**src/rtl/multicycle_control_unit.sv**
```systemverilog
// Multi-cycle RV32I control FSM: IF/ID/EX/MEM/WB/ECALL/HALT with MEM_LAT-stretched memory states.
// Optional macro MC_EX_WB_MERGE_EN: R/I-type instructions write back in EX and skip WB.
module multicycle_control_unit #(
    parameter int MEM_LAT = 1,
    parameter int CNT_W   = 4
) (
    input  logic       clk,
    input  logic       reset,
    input  logic [6:0] opcode,
    input  logic       bcond,
    input  logic       halt,
    output logic       pc_write,
    output logic       ir_write,
    output logic       i_or_d,
    output logic       mem_read,
    output logic       mem_write,
    output logic       reg_write,
    output logic [1:0] wb_sel,
    output logic [1:0] alu_src_a,
    output logic [1:0] alu_src_b,
    output logic [1:0] alu_op,
    output logic       pc_source,
    output logic       is_ecall,
    output logic [2:0] state
);
    localparam logic [6:0] OP_ARITH     = 7'b0110011;
    localparam logic [6:0] OP_ARITH_IMM = 7'b0010011;
    localparam logic [6:0] OP_LOAD      = 7'b0000011;
    localparam logic [6:0] OP_STORE     = 7'b0100011;
    localparam logic [6:0] OP_BRANCH    = 7'b1100011;
    localparam logic [6:0] OP_JAL       = 7'b1101111;
    localparam logic [6:0] OP_JALR      = 7'b1100111;
    localparam logic [6:0] OP_ECALL     = 7'b1110011;

    localparam logic [CNT_W-1:0] LAST_BEAT = CNT_W'(MEM_LAT - 1);

    typedef enum logic [2:0] {
        S_IF    = 3'd0,
        S_ID    = 3'd1,
        S_EX    = 3'd2,
        S_MEM   = 3'd3,
        S_WB    = 3'd4,
        S_ECALL = 3'd5,
        S_HALT  = 3'd6
    } state_t;

    state_t           cur_state;
    state_t           next_state;
    logic [CNT_W-1:0] cnt;
    logic [CNT_W-1:0] cnt_next;
    logic             last_beat;

    assign last_beat = (cnt == LAST_BEAT);
    assign state     = cur_state;

    always_ff @(posedge clk or negedge reset) begin
        if (!reset) begin
            cur_state <= S_IF;
            cnt       <= '0;
        end else begin
            cur_state <= next_state;
            cnt       <= cnt_next;
        end
    end

    // Controls are decoded only while out of reset, so an in-flight store strobe drops at once.
    always_comb begin
        next_state = cur_state;
        cnt_next   = cnt;
        pc_write   = 1'b0;
        ir_write   = 1'b0;
        i_or_d     = 1'b0;
        mem_read   = 1'b0;
        mem_write  = 1'b0;
        reg_write  = 1'b0;
        wb_sel     = 2'b00;
        alu_src_a  = 2'b00;
        alu_src_b  = 2'b00;
        alu_op     = 2'b00;
        pc_source  = 1'b0;
        is_ecall   = 1'b0;
        if (reset) begin
            case (cur_state)
                S_IF: begin
                    mem_read = 1'b1;
                    if (last_beat) begin
                        ir_write   = 1'b1;
                        pc_write   = 1'b1;
                        alu_src_b  = 2'b10;
                        cnt_next   = '0;
                        next_state = S_ID;
                    end else begin
                        cnt_next = cnt + 1'b1;
                    end
                end
                S_ID: begin
                    alu_src_a  = 2'b10;
                    alu_src_b  = 2'b01;
                    next_state = (opcode == OP_ECALL) ? S_ECALL : S_EX;
                end
                S_EX: begin
                    next_state = S_IF;
                    case (opcode)
                        OP_ARITH, OP_ARITH_IMM: begin
                            alu_src_a = 2'b01;
                            alu_src_b = (opcode == OP_ARITH_IMM) ? 2'b01 : 2'b00;
                            alu_op    = 2'b01;
`ifdef MC_EX_WB_MERGE_EN
                            reg_write = 1'b1;
                            wb_sel    = 2'b11;
`else
                            next_state = S_WB;
`endif
                        end
                        OP_LOAD, OP_STORE: begin
                            alu_src_a  = 2'b01;
                            alu_src_b  = 2'b01;
                            next_state = S_MEM;
                        end
                        OP_BRANCH: begin
                            alu_src_a = 2'b01;
                            alu_op    = 2'b10;
                            pc_source = 1'b1;
                            pc_write  = bcond;
                        end
                        OP_JAL: begin
                            pc_write  = 1'b1;
                            pc_source = 1'b1;
                            reg_write = 1'b1;
                            wb_sel    = 2'b10;
                        end
                        OP_JALR: begin
                            alu_src_a = 2'b01;
                            alu_src_b = 2'b01;
                            pc_write  = 1'b1;
                            reg_write = 1'b1;
                            wb_sel    = 2'b10;
                        end
                        default: ;
                    endcase
                end
                S_MEM: begin
                    i_or_d    = 1'b1;
                    mem_read  = (opcode == OP_LOAD);
                    mem_write = (opcode == OP_STORE);
                    if (last_beat) begin
                        cnt_next   = '0;
                        next_state = (opcode == OP_LOAD) ? S_WB : S_IF;
                    end else begin
                        cnt_next = cnt + 1'b1;
                    end
                end
                S_WB: begin
                    reg_write  = 1'b1;
                    wb_sel     = (opcode == OP_LOAD) ? 2'b01 : 2'b00;
                    next_state = S_IF;
                end
                S_ECALL: begin
                    is_ecall   = 1'b1;
                    next_state = halt ? S_HALT : S_IF;
                end
                S_HALT: next_state = S_HALT;
                default: next_state = S_IF;
            endcase
        end
    end
endmodule
```
**config.mk**
```make
export PLATFORM = sky130hd
export DESIGN_NAME = multicycle_control_unit
export DESIGN_NICKNAME = d
export VERILOG_FILES = /design/src/rtl/multicycle_control_unit.sv
export SDC_FILE = /design/constraint.sdc
export NUM_CORES = 1
export LEC_CHECK = 0
export ABC_AREA = 1
export BUFFER_PORTS_ARGS = -buffer_cell sky130_fd_sc_hd__buf_2
export CAP_MARGIN = 0
export CORE_MARGIN = 2
export CORE_UTILIZATION = 53
export CTS_BUF_LIST = sky130_fd_sc_hd__clkbuf_8
export DETAILED_ROUTE_END_ITERATION = 6
export GPL_ROUTABILITY_DRIVEN = 0
export PLACE_DENSITY = 0.9
export SKIP_CTS_REPAIR_TIMING = 1
export SYNTH_ARGS = -nofsm -noshare
export SYNTH_HDL_FRONTEND = slang
export SYNTH_SLANG_ARGS = --single-unit
```
**constraint.sdc**
```tcl
create_clock -name clk -period 2.8 [get_ports clk]
set_input_delay 0.84 -clock clk [delete_from_list [all_inputs] [get_ports clk]]
set_output_delay 0.84 -clock clk [all_outputs]
set_load 0.02 [all_outputs]
```
======== After elaboration in Yosys (flattened, before gate mapping) ========
Cells that the tools add are included.
storage, ports and cells
  register bits after elaboration ......... 7
cells by class
  muxes and demuxes ....................... 43
  reductions and logical operators ........ 11
  equal/unequal tests ..................... 16
  add/subtract/negate cells ............... 1
operators with widths
  kind                                                             count
  7-bit == test, second input constant                             4
  1-bit two-way mux                                                19
  3-bit case mux with 6 select lines                               1
  3-bit two-way mux                                                5
  7-bit by 6-bit == test with 1-bit output, second input constant  2
  2-bit two-way mux                                                7
  2-bit case mux with 2 select lines                               3
  1-bit case mux with 2 select lines                               5
  2-bit OR reduction                                               5
  3-bit == test, second input constant                             3
  7-bit by 2-bit == test with 1-bit output, second input constant  1
  7-bit by 5-bit == test with 1-bit output, second input constant  1
  3-bit by 2-bit == test with 1-bit output, second input constant  2
  2-bit case mux with 3 select lines                               1
  3-bit case mux with 2 select lines                               1
  6-bit OR reduction                                               1
  4-bit by 1-bit adder with 4-bit output, second input constant    1
  4-bit logical NOT                                                1
  4-bit two-way mux                                                1
  2-bit inequality test, second input constant                     2
  3-bit by 1-bit == test with 1-bit output, second input constant  1
  3-bit logical NOT                                                1
  3-bit AND reduction                                              1
  3-bit OR reduction                                               1
  2-bit AND reduction                                              1

======== Depth between registers and ports, before layout ========
  depth after elaboration ................. 5
  mapped depth ............................ 9
  mapped depth without buffers ............ 9

======== Least setup slack after synthesis ========
No wires, ideal clock.
  path type ............................... input -> output
  start point ............................. input port opcode[1]
  end point ............................... output port mem_write
  arrival ................................. 1.816 ns
  slack ................................... 0.144 ns
  path buffers ............................ 0
  stages .................................. 4
  path through ............................ nand2_1 > nor2_4 > inv_1 > nor4_1
on the way
  longest elaborated chain between the ends .. 3
ends and longest elaborated chain
  what                                      RTL line  text
  start, declared                           9         input logic [6:0] opcode,
  7-bit by 6-bit == test with 1-bit output  145       mem_write = (opcode == OP_STORE);
  1-bit two-way mux                         83        case (cur_state)
  1-bit two-way mux                         82        if (reset) begin
  end, declared                             16        output logic mem_write,
No other way between the ends.

======== Worst setup path after layout ========
  start point ............................. input port opcode[2]
  end point ............................... output port pc_write
on the way
  longest elaborated chain between the ends .. 5
  elaborated cells on any way between the ends .. 7
ends and longest elaborated chain
  what                                    RTL line  text
  7-bit == test                           103       case (opcode)
  2-bit OR reduction (no source line)     -
  1-bit case mux with 2 select lines (*)  103
  1-bit case mux with 2 select lines (*)  83
  1-bit two-way mux (*)                   82
  end, declared                           12        output logic pc_write,
Every way passes the cells marked *; elsewhere a longest branch is shown, timed or not.

==> results.yml <==
floorplan:
  coreArea_mm2: 0.001334
  die_h_um: 42.11
  io_pins: 30
  initial_utilization_pct: 57.69
  placementRows: 13
  die_w_um: 42.11
  die-area_mm2: 0.001773
clock_tree:
  clock_latency_ns: 0.23
  path_clk_slew_ns: 0.04
  cts_root_buf: "clkbuf_8"
  cts_tree: "built"
  htree_levels: 1
  cts_buffers: 3
  cts_buffer_depth: 2
  cts_num_sinks: 7
setup_path:
  r2r-end: "state[0]"
  worstPathArrival_ns: 1.92
  rr_startpoint: "state[2]"
  worstPathRequired_ns: 1.96
  critPathLaunchType: "input port"
  path_class: "input port to output port"
  critPathMaxFanout: 8
  r2r_slack_ns: 1.43
  ff2ff_path_depth: 7
  cp-end-kind: "output port"
timing:
  final_max_slew_viol_count: 0
  final-setup-viol-count: 0
  setup_ws_ns: 0.03830
  tightestPinTransition_ns: 0.3530
  relSlewSlack_pct: 76.47
  hold_slack_ns: 0.5062
  tns_ns: 0
  min_period_ns: 2.762
  period_share_pct: 98.63
  max_freq_ghz: 0.3621
  finalHoldViolations: 0
  finClkSkew_ns: 0.002617
  rsz0062_at_grt: "true"
synth:
  synth_top_family_by_area: "simple AND/OR/NAND/NOR gates"
  avgSynthCellArea_um2: 6.307
  yosysWarnings: 0
  synth_compound_area_share_pct: 12.20
  synthSimpleGateAreaFrac_pct: 47.32
  syn_inst: 122
  yosys.area_share.adder_pct: 3.252
  muxShareOfSynthArea_pct: 0
  ys_ff_latch: 7
  netlist-cell-type-count: 27
  yosysSeqAreaShare_pct: 22.76
  yosys.area_share.xor_xnor_pct: 3.252
  synth_nets: 135
  synth_area_um2: 769.5
route:
  drc_errors: 0
  drtAntennaViolNets: 0
  dr_total_vias: 942
  drt_wl_total_um: 2243
  wire_per_inst_um: 13.04
  dr.pass1.iters: 4
  vias_per_cell: 5.477
  drt_iter0_markers: 34
final_layout:
  drive_above_1_share_pct: 36.31
  final_util_pct: 78.33
  nNetsFinal: 171
  diodes: 0
  areaGrowthSynthToFinish_pct: 35.77
placement:
  port-buffer-count: 29
  dp.final_hpwl_um: 1610
  dp_slack_ns: 0.1032
global_route:
  track_usage_pct: 24.98
  grt_first_pass_wirelength_um: 3401
  grt_max_degree: 10
  grt_pass1_vias: 811
  antenna_found_initial: 0
  gr-total-overflow: 0
pwr:
  ir_worst_vdd_uv: 526.5
  power_leakage_nw: 0.5582
  power_density_mw_per_mm2: 780.2
hold_path:
  min_path_cells: 1
  hold_path.startpoint: "cnt[3]"
  holdPathEnd: "cnt[3]"
  hold_class: "register to register"
job:
  cap_violations: 0
status:
  status: "complete, no violations"
-- stage by stage --
step                      std cells  power [mW]  instance area (um2)
after detailed placement        167      0.6514                944.7
after CTS                       171      0.7959                989.7
after floorplan                 122      0.5396                769.5
after global placement          167      0.6369                944.7
after global routing            172      0.8819                 1045
final                           172      0.8151                 1045
-- report_power, final --
group          switching, mW  internal (mW)  total (mW)
sequential            0.0596          0.144       0.204
clock                 0.0442         0.0948       0.139
combinational          0.312          0.161       0.473
-- worst max-delay path by stage --
stage,startpoint,to,cells after the start
floorplan,opcode[1],mem_write,4
global placement,opcode[2],pc_write,9
detailed placement,opcode[2],pc_write,9
CTS,opcode[2],pc_write,9
global route,opcode[2],pc_write,9
finish,opcode[2],pc_write,9
-- synthesized netlist by cell type, drive strengths merged --
cell / n / area share (%)
nand4: 1 / 0.81
dfrtp: 7 / 23
nand2: 30 / 18
nand3b: 1 / 0.98
clkinv: 1 / 0.49
nor3: 1 / 0.65
nand3: 15 / 11
o31ai: 1 / 1.6
inv: 21 / 10
a31oi: 1 / 0.81
nor4: 2 / 1.6
nor2: 24 / 14
o21ai: 7 / 4.6
buf: 1 / 0.49
xor2: 1 / 2.1
xnor2: 1 / 1.1
a21oi: 5 / 5.2
ha: 2 / 3.3
-- per-layer routing --
| metal | track usage, % | vias up | part of all wire [%] |
|---|---|---|---|
| met1 | 32.72 | 438 | 42 |
| met5 | 0 | - | 0 |
| met2 | 40.63 | 45 | 50 |
| met3 | 6.897 | 2 | 7.2 |
| met4 | 6.250 | 0 | 0.58 |
| li1 | - | 457 | - |
-- cells in the final DEF, fill, tap and decap left out --
cell type,netlist,routed
nand3_2,2,1
nor4_2,0,2
nand2_1,26,23
nor3_1,1,1
inv_2,3,3
ha_1,2,2
a31oi_1,1,1
nor2_1,20,20
a21oi_1,3,3
nor2_4,2,3
nand3b_1,1,1
clkbuf_8,0,3
buf_2,0,26
nand3_4,0,1
o21ai_0,1,1
a21oi_4,1,2
nand4_1,1,1
dfrtp_1,7,7
o31ai_2,1,1
clkinv_1,1,1
xor2_2,1,1
xnor2_1,1,1
o21ai_1,6,6
nand2_2,1,4
nor2_2,2,1
nand3_1,13,13
inv_1,18,19
buf_4,0,6
nand2_4,3,3
-- critical path: stages --
cell     delay (ns)
buf_2          0.11
inv_1          0.06
nand2_1        0.09
nor2_4         0.23
nand2_2        0.11
o21ai_1        0.19
nor2_1         0.06
nor2_1         0.08
buf_4          0.14
-- cell families (layout without fill, tap and decap cells) --
family / count (synthesis) / after routing
compound gates: 14 / 14
xor+xnor: 2 / 2
fa+ha+maj: 2 / 2
buf+inv: 23 / 58
flops: 7 / 7
simple gates: 74 / 74
-- layout make-up --
class | count | area (um2)
Sequential cell | 7 | 175.2
Multi-Input combinational cell | 92 | 548.0
Fill cell | 104 | 289.0
Inverter | 22 | 82.58
Timing Repair Buffer | 32 | 175.2
Clock buffer | 3 | 41.29
Clock inverter | 1 | 3.754
Tap cell | 15 | 18.77
-- registers in the layout (all words and copies together) (netlist names) --
register	cells
state	3
cnt	4
No activity file was read; power rests on OpenSTA's default activity.
